[config.mk]
export PLATFORM = sky130hd
export DESIGN_NAME = pipe_hazard_ctrl_flat
export DESIGN_NICKNAME = d
export VERILOG_FILES = /design/src/rtl/pipe_hazard_if.sv /design/src/rtl/pipe_hazard_ctrl.sv /design/src/flat_wrapper.sv
export SDC_FILE = /design/constraint.sdc
export NUM_CORES = 1
export LEC_CHECK = 0
export BUFFER_PORTS_ARGS = -buffer_cell sky130_fd_sc_hd__buf_2
export CAP_MARGIN = 20
export CORE_MARGIN = 2
export CORE_UTILIZATION = 35
export CTS_CLUSTER_DIAMETER = 100
export DETAILED_ROUTE_END_ITERATION = 6
export GPL_ROUTABILITY_DRIVEN = 0
export PLACE_DENSITY_LB_ADDON = 0.15
export SLEW_MARGIN = 40
export SYNTH_ARGS = -nofsm -noshare
export SYNTH_HDL_FRONTEND = slang
export SYNTH_SLANG_ARGS = --single-unit
[constraint.sdc]
create_clock -name clk -period 4.2 [get_ports clk]
set_input_delay 0.21 -clock clk [delete_from_list [all_inputs] [get_ports clk]]
set_output_delay 0.21 -clock clk [all_outputs]
set_load 0.005 [all_outputs]
[src/rtl/pipe_hazard_if.sv]
// pipe_hazard_if: decode/execute hazard inputs and PC/buffer control outputs
// shared between the pipeline datapath (master) and the hazard controller (slave).
interface pipe_hazard_if #(parameter int REG_W = 6);
    logic             id_valid;
    logic [REG_W-1:0] id_rs;
    logic [REG_W-1:0] id_rt;
    logic             id_uses_rs;
    logic             id_uses_rt;
    logic             ex_valid;
    logic [REG_W-1:0] ex_rd;
    logic             ex_MemRead;
    logic             ex_RegWrite;
    logic             ex_redirect;
    logic [31:0]      ex_target;
    logic             pc_we;
    logic             pc_sel;
    logic [31:0]      pc_target;
    logic             ifid_we;
    logic             ifid_flush;
    logic             idex_bubble;

    modport master (
        output id_valid, id_rs, id_rt, id_uses_rs, id_uses_rt,
               ex_valid, ex_rd, ex_MemRead, ex_RegWrite, ex_redirect, ex_target,
        input  pc_we, pc_sel, pc_target, ifid_we, ifid_flush, idex_bubble
    );
    modport slave (
        input  id_valid, id_rs, id_rt, id_uses_rs, id_uses_rt,
               ex_valid, ex_rd, ex_MemRead, ex_RegWrite, ex_redirect, ex_target,
        output pc_we, pc_sel, pc_target, ifid_we, ifid_flush, idex_bubble
    );
endinterface

[src/rtl/pipe_hazard_ctrl.sv]
// pipe_hazard_ctrl: load-use stall and EX-redirect flush control for the
// three-buffer pipeline, with saturating stall/flush event counters.
module pipe_hazard_ctrl #(
    parameter int REG_W       = 6,
    parameter int LOAD_STALL  = 1,
    parameter int EXTRA_FLUSH = 1,
    parameter int CNT_W       = 16
) (
    input  logic             clk,
    input  logic             rst_n,
    pipe_hazard_if.slave     hif,
    input  logic             cnt_clr,
    output logic [1:0]       state,
    output logic [CNT_W-1:0] stall_cnt,
    output logic [CNT_W-1:0] flush_cnt
);
    localparam logic [1:0] RUN = 2'd0, STALL = 2'd1, FLUSH = 2'd2;

    logic [1:0] next_state;
    logic [1:0] cnt, next_cnt;
    logic       hz, rd, stall, flush;

    assign hz = hif.id_valid & hif.ex_valid & hif.ex_MemRead & hif.ex_RegWrite &
                (hif.ex_rd != REG_W'(0)) &
                ((hif.id_uses_rs & (hif.id_rs == hif.ex_rd)) |
                 (hif.id_uses_rt & (hif.id_rt == hif.ex_rd)));
    assign rd = hif.ex_valid & hif.ex_redirect;

    always_ff @(posedge clk or negedge rst_n)
        if (!rst_n) begin
            state <= RUN;
            cnt   <= 2'd0;
        end else begin
            state <= next_state;
            cnt   <= next_cnt;
        end

    // Redirect beats everything; STALL/FLUSH count down and ignore new hazards.
    always_comb begin
        next_state = state;
        next_cnt   = cnt;
        if (rd) begin
            next_state = EXTRA_FLUSH > 0 ? FLUSH : RUN;
            next_cnt   = 2'(EXTRA_FLUSH);
        end else if (state == STALL || state == FLUSH) begin
            next_state = cnt == 2'd1 ? RUN : state;
            next_cnt   = cnt - 2'd1;
        end else if (state == RUN && hz) begin
            next_state = LOAD_STALL > 1 ? STALL : RUN;
            next_cnt   = 2'(LOAD_STALL - 1);
        end else begin
            next_state = RUN;
            next_cnt   = 2'd0;
        end
    end

    always_comb begin
        stall           = !rd && (state == STALL || (state == RUN && hz));
        flush           = !rd && state == FLUSH;
        hif.pc_we       = rst_n & !stall;
        hif.ifid_we     = rst_n & !stall;
        hif.pc_sel      = rst_n & rd;
        hif.ifid_flush  = !rst_n | rd | flush;
        hif.idex_bubble = !rst_n | rd | stall;
        hif.pc_target   = hif.ex_target;
    end

    always_ff @(posedge clk or negedge rst_n)
        if (!rst_n) begin
            stall_cnt <= '0;
            flush_cnt <= '0;
        end else if (cnt_clr) begin
            stall_cnt <= '0;
            flush_cnt <= '0;
        end else begin
            if (stall && stall_cnt != '1) stall_cnt <= stall_cnt + 1'b1;
            if (rd && flush_cnt != '1) flush_cnt <= flush_cnt + 1'b1;
        end
endmodule

[src/flat_wrapper.sv]
// flat-port wrapper written by rule: the top's interface ports become plain ports
module pipe_hazard_ctrl_flat 
#(
    parameter int REG_W       = 6,
    parameter int LOAD_STALL  = 1,
    parameter int EXTRA_FLUSH = 1,
    parameter int CNT_W       = 16
)
  (clk, rst_n, cnt_clr, state, stall_cnt, flush_cnt, hif_id_valid, hif_id_rs, hif_id_rt, hif_id_uses_rs, hif_id_uses_rt, hif_ex_valid, hif_ex_rd, hif_ex_MemRead, hif_ex_RegWrite, hif_ex_redirect, hif_ex_target, hif_pc_we, hif_pc_sel, hif_pc_target, hif_ifid_we, hif_ifid_flush, hif_idex_bubble);
  pipe_hazard_if #(.REG_W(REG_W)) hif_i ();
  input  logic clk;
  input  logic rst_n;
  input  logic cnt_clr;
  output logic [1:0] state;
  output logic [CNT_W-1:0] stall_cnt;
  output logic [CNT_W-1:0] flush_cnt;
  input wire logic [$bits(hif_i.id_valid)-1:0] hif_id_valid;
  input wire logic [$bits(hif_i.id_rs)-1:0] hif_id_rs;
  input wire logic [$bits(hif_i.id_rt)-1:0] hif_id_rt;
  input wire logic [$bits(hif_i.id_uses_rs)-1:0] hif_id_uses_rs;
  input wire logic [$bits(hif_i.id_uses_rt)-1:0] hif_id_uses_rt;
  input wire logic [$bits(hif_i.ex_valid)-1:0] hif_ex_valid;
  input wire logic [$bits(hif_i.ex_rd)-1:0] hif_ex_rd;
  input wire logic [$bits(hif_i.ex_MemRead)-1:0] hif_ex_MemRead;
  input wire logic [$bits(hif_i.ex_RegWrite)-1:0] hif_ex_RegWrite;
  input wire logic [$bits(hif_i.ex_redirect)-1:0] hif_ex_redirect;
  input wire logic [$bits(hif_i.ex_target)-1:0] hif_ex_target;
  output wire logic [$bits(hif_i.pc_we)-1:0] hif_pc_we;
  output wire logic [$bits(hif_i.pc_sel)-1:0] hif_pc_sel;
  output wire logic [$bits(hif_i.pc_target)-1:0] hif_pc_target;
  output wire logic [$bits(hif_i.ifid_we)-1:0] hif_ifid_we;
  output wire logic [$bits(hif_i.ifid_flush)-1:0] hif_ifid_flush;
  output wire logic [$bits(hif_i.idex_bubble)-1:0] hif_idex_bubble;
  assign hif_i.id_valid = hif_id_valid;
  assign hif_i.id_rs = hif_id_rs;
  assign hif_i.id_rt = hif_id_rt;
  assign hif_i.id_uses_rs = hif_id_uses_rs;
  assign hif_i.id_uses_rt = hif_id_uses_rt;
  assign hif_i.ex_valid = hif_ex_valid;
  assign hif_i.ex_rd = hif_ex_rd;
  assign hif_i.ex_MemRead = hif_ex_MemRead;
  assign hif_i.ex_RegWrite = hif_ex_RegWrite;
  assign hif_i.ex_redirect = hif_ex_redirect;
  assign hif_i.ex_target = hif_ex_target;
  assign hif_pc_we = hif_i.pc_we;
  assign hif_pc_sel = hif_i.pc_sel;
  assign hif_pc_target = hif_i.pc_target;
  assign hif_ifid_we = hif_i.ifid_we;
  assign hif_ifid_flush = hif_i.ifid_flush;
  assign hif_idex_bubble = hif_i.idex_bubble;
  pipe_hazard_ctrl #(.REG_W(REG_W), .LOAD_STALL(LOAD_STALL), .EXTRA_FLUSH(EXTRA_FLUSH), .CNT_W(CNT_W)) u_core (.clk(clk), .rst_n(rst_n), .hif(hif_i), .cnt_clr(cnt_clr), .state(state), .stall_cnt(stall_cnt), .flush_cnt(flush_cnt));
endmodule
# After elaboration in Yosys (flattened, before gate mapping)
# Cells that the tools add are included.
totals:
  regBits: 36
  latch_bits: 0
  ramBits: 0
  mem_bits_ro: 0
  in_bits: 60
  out_inout_bits: 71
  elab_cells: 52
  n_memories: 0
op_classes:
  n_addsub: 3
  n_mul: 0
  div_mod_pow: 0
  magnitude_cmp: 0
  eq_ne: 8
  shift: 0
  n_mux: 9
  bitwise: 14
  n_reduce_logical: 14
op_table:
  columns: ["operator", "n"]
  rows:
  - ["$mux W16", 4]
  - ["$add A16 B1 Y16 const B", 2]
  - ["$ne A16 B16 Y1 const B", 2]
  - ["$eq A6 B6 Y1", 2]
  - ["$and A1 B1 Y1", 10]
  - ["$mux W2", 5]
  - ["$reduce_bool A6 Y1", 1]
  - ["$logic_and A1 B1 Y1", 5]
  - ["$eq A2 B1 Y1 const B", 2]
  - ["$or A1 B1 Y1", 4]
  - ["$reduce_bool A2 Y1", 2]
  - ["$logic_not A1 Y1", 3]
  - ["$ne A3 B2 Y1 const B", 1]
  - ["$eq A2 B2 Y1 const B", 1]
  - ["$logic_not A2 Y1", 1]
  - ["$logic_or A1 B1 Y1", 2]
  - ["$sub A2 B1 Y2 const B", 1]

# Longest topological paths before layout
logic_depth:
  ltp_word: 11
  ltp_mapped: 8
  ltp_nobuf: 6

# Worst setup path after synthesis
# OpenSTA, ideal clock, no wires.
synth_timing:
  path_kind: "reg-to-reg"
  startpoint: "reg u_core.state[1]"
  endpoint: "reg u_core.stall_cnt[13]"
  setup_ns: 0.078
  arrival_time_ns: 1.953
  required_ns: 4.122
  path_slack_ns: 2.169
  stages_incl_launch_ff: 6
  n_path_buf: 0
  period_less_slack_ns: 2.031
  cell_sequence: "dfrtp_1 > nand4bb_1 > a211o_1 > or4b_4 > or4_1 > a21oi_1"
synth_between:
  elab_chain_cells: 6
  elab_cells_between_ends: 7
  cone_classes: "eq/ne: 1; reduce/logical: 6"
synth_rtl:
  columns: ["element", "line", "rtl"]
  rows:
  - ["start: declaration", "pipe_hazard_ctrl.sv:13", "output logic [1:0] state,"]
  - ["start signal: assignment", "pipe_hazard_ctrl.sv:34", "state <= next_state;"]
  - ["$logic_not A2 Y1", null, null]
  - ["$logic_and A1 B1 Y1", null, null]
  - ["$logic_or A1 B1 Y1 *", "pipe_hazard_ctrl.sv:58", "stall = !rd && (state == STALL || (state == RUN && hz));"]
  - ["$logic_and A1 B1 Y1 *", "pipe_hazard_ctrl.sv:58", null]
  - ["$logic_and A1 B1 Y1 *", "pipe_hazard_ctrl.sv:76", "if (stall && stall_cnt != '1) stall_cnt <= stall_cnt + 1'b1;"]
  - ["$reduce_bool A2 Y1 (no source line) *", null, null]
  - ["end signal: assignment", "pipe_hazard_ctrl.sv:76", null]
  - ["end: declaration", "pipe_hazard_ctrl.sv:14", "output logic [CNT_W-1:0] stall_cnt,"]
# Every way passes the cells marked *; elsewhere a longest branch is shown, timed or not.
# A chain may end at the register's enable or synchronous reset.

# Worst setup path in the final report
layout_timing:
  startpoint: "reg u_core.state[1]"
  endpoint: "reg u_core.stall_cnt[7]"
# The elaborated chain is that of the path after synthesis.

==> results.toml <==
[finish]
final_common_cell = "buf_2"
regArea_um2 = 876
final_nets = 356
num-fill-cells = 670
num_antenna_cells = 0
syn2layout_area_growth_pct = 10.0
drive_above_1_share_pct = 25.6
multiInputGateArea_mm2 = 0.00114
final_cell_mix = "buf_2, dfrtp_1, nor2_1, nand3_1, a21oi_1"

[critical_path]
reg2reg_slack_ps = 1990
r2r_start = "u_core.state[1]$_DFFE_PN0P_"
arrival_ps = 2420
r2r_cells = 5
crit_path_start_kind = "register"
critical_path_class = "register to register"
path_max_fanout = 21
required_ps = 4400
endpoint_kind = "register"
r2r_end = "u_core.stall_cnt[7]$_DFFE_PN0P_"

[floorplan]
core-area_mm2 = 0.00639
die-width_um = 85.5
fp.dieH_um = 85.5
rows = 29
die-area_mm2 = 0.00731
start_util_pct = 36.4
io_pins = 131

[cts]
cts-root-buf = "clkbuf_8"
cts_buffer_depth = 2
cts.sinks = 35
clk_latency_ps = 280
htree_levels = 2
cts_tree = "built"
post_cts_buffers = 0
clkTransAtPathRegs_ps = 70
cts_inserted_buffers = 5

[grt]
grt_use_total_pct = 15.1
grt_antenna_before_repair = 0
overflow = 0
first_global_vias = 1925
grt_max_degree = 40
grt_pass1_wl_um = 9050

[synth]
synth_area_mm2 = 0.00233
syn_inst = 263
synthFlopType = "dfrtp_1"
synthArstFlopShare_pct = 100
yosysSeqAreaShare_pct = 37.7
syn_area_per_cell_um2 = 8.84
synth.distinct_cells = 41
syn_nets = 326
ys_ff_latch = 35
synth-edff-count = 0
yosys_warnings = 0

[detailed_routing]
wire_per_inst_um = 14.5
via_per_inst = 5.39
firstDrtPassIters = 4
drc = 0
vias = 1993
wirelength_um = 5380
drtIter0Drc = 56
ant_nets = 0

[min_path]
min_path_cells = 4
hold_path_class = "primary input to register"
min_from = "hif_ex_valid"
hold_end = "u_core.flush_cnt[2]$_DFFE_PN0P_"

[sta]
final_hold_viol_count = 0
drv_slew = 0
period_needed_ps = 2210
worst-slew-pin-transition_ps = 623
fin_crit_sh_pct = 52.7
timing.fmax_mhz = 452
fin_skew_ps = 4.22
holdWs_ps = 340
slew_headroom_pct = 58.5
setup_tns_ps = 0
finalSetupViolCount = 0
rsz0062_at_grt = "false"

[flow_run]
cap_violations = 0

[placement]
dp_hpwl_um = 3850
portBuffers = 65

[power_and_ir_drop]
p_total_mw = 0.681
peakVddDrop_mv = 0.110
p_leak_nw = 1.14
pwr_density_cell_mw_per_mm2 = 266

[run_status]
status = "finished clean"
-- critical path, cell delays in order, from the launching register on --
cell       delay, ps
dfrtp_1          400
nand4bb_1        210
a211o_1          330
or2_1            480
or4_1            540
a21oi_1          160
-- where the power goes --
group,switching [mW],internal (mW)
Combinational,0.0428,0.0343
Sequential,0.00618,0.347
Clock,0.122,0.129
-- flip-flops by register name (all words and copies together) (netlist names) --
register / cells
u_core.stall_cnt: 16
u_core.flush_cnt: 16
u_core.state: 1
u_core.cnt: 2
-- synth_stat cells, types with 2 or more instances --
master	count	area [um2]
or4_1	13	97.6
ha_1	3	37.5
and4_1	2	17.5
o21ai_0	3	15.0
buf_4	34	255
and3_1	7	43.8
inv_1	6	22.5
or3_1	2	12.5
nor4_1	4	25.0
o31ai_1	12	90.1
nand3_1	22	110
a21oi_1	16	80.1
nand4_1	12	75.1
xnor2_1	12	105
dfrtp_1	35	876
nor3_1	2	10.0
nor2_1	22	82.6
nand2_1	10	37.5
clkbuf_1	8	30.0
a31oi_1	2	12.5
o21ai_1	4	20.0
xor2_1	13	114
-- kinds of logic (layout without fill, tap and decap cells) --
logic type | after synthesis | count (layout) | share of synthesized area (%)
AND/OR/NAND/NOR | 102 | 102 | 24.4
buffers and inverters | 49 | 79 | 13.4
AO/OA/AOI/OAI | 47 | 47 | 12.9
flip-flops | 35 | 35 | 37.7
XOR/XNOR | 25 | 25 | 9.41
adder cells (fa/ha/maj) | 3 | 3 | 1.61
other | 1 | 1 | 0.161
multiplexers | 1 | 1 | 0.430
-- routing by layer --
metal	GRT usage [%]	vias up	wire [um]
li1	-	981	-
met1	18.8	956	2450
met2	26.1	50	2610
met3	4.04	6	292
met4	3.61	0	29
met5	0	-	0
-- how the worst max path moves through the flow --
| stage | from | end | slack, ps | cells past startpoint |
|---|---|---|---|---|
| floorplan | u_core.state[1]$_DFFE_PN0P_ | u_core.stall_cnt[13]$_DFFE_PN0P_ | 2170 | 5 |
| global placement | u_core.state[1]$_DFFE_PN0P_ | u_core.stall_cnt[7]$_DFFE_PN0P_ | 2040 | 5 |
| detailed placement | u_core.state[1]$_DFFE_PN0P_ | u_core.stall_cnt[4]$_DFFE_PN0P_ | 1980 | 5 |
| CTS | u_core.state[1]$_DFFE_PN0P_ | u_core.stall_cnt[7]$_DFFE_PN0P_ | 1970 | 5 |
| global route | u_core.stall_cnt[0]$_DFFE_PN0P_ | u_core.stall_cnt[6]$_DFFE_PN0P_ | 1780 | 6 |
| finish | u_core.state[1]$_DFFE_PN0P_ | u_core.stall_cnt[7]$_DFFE_PN0P_ | 1990 | 5 |
-- cell type report --
class,instances,area share (%)
multi-input cells,179,44.5
flip-flops and latches,35,34.2
repair buffers,66,13.2
well taps,77,3.77
clock buffers,6,3.23
inverters,6,0.880
clock inverters,1,0.196
-- stage by stage --
stage	setup slack [ps]	instances	instance area (um2)	util, %
floorplan	2170	263	2330	-
global placement	2040	362	2460	38.5
detailed placement	1980	362	2460	38.5
CTS	1970	370	2560	40.0
global route	1780	370	2560	40.1
finish	1990	370	2560	40.1
-- timing repair --
| item | 4_1_cts | 5_1_grt |
|---|---|---|
| hold buffers | 1 | 0 |
| endpoints found under the setup margin | 0 | 0 |
| hold endpoints to repair | 35 | 0 |
| resized for setup | 0 | 0 |
No activity file was read; power rests on OpenSTA's default activity.
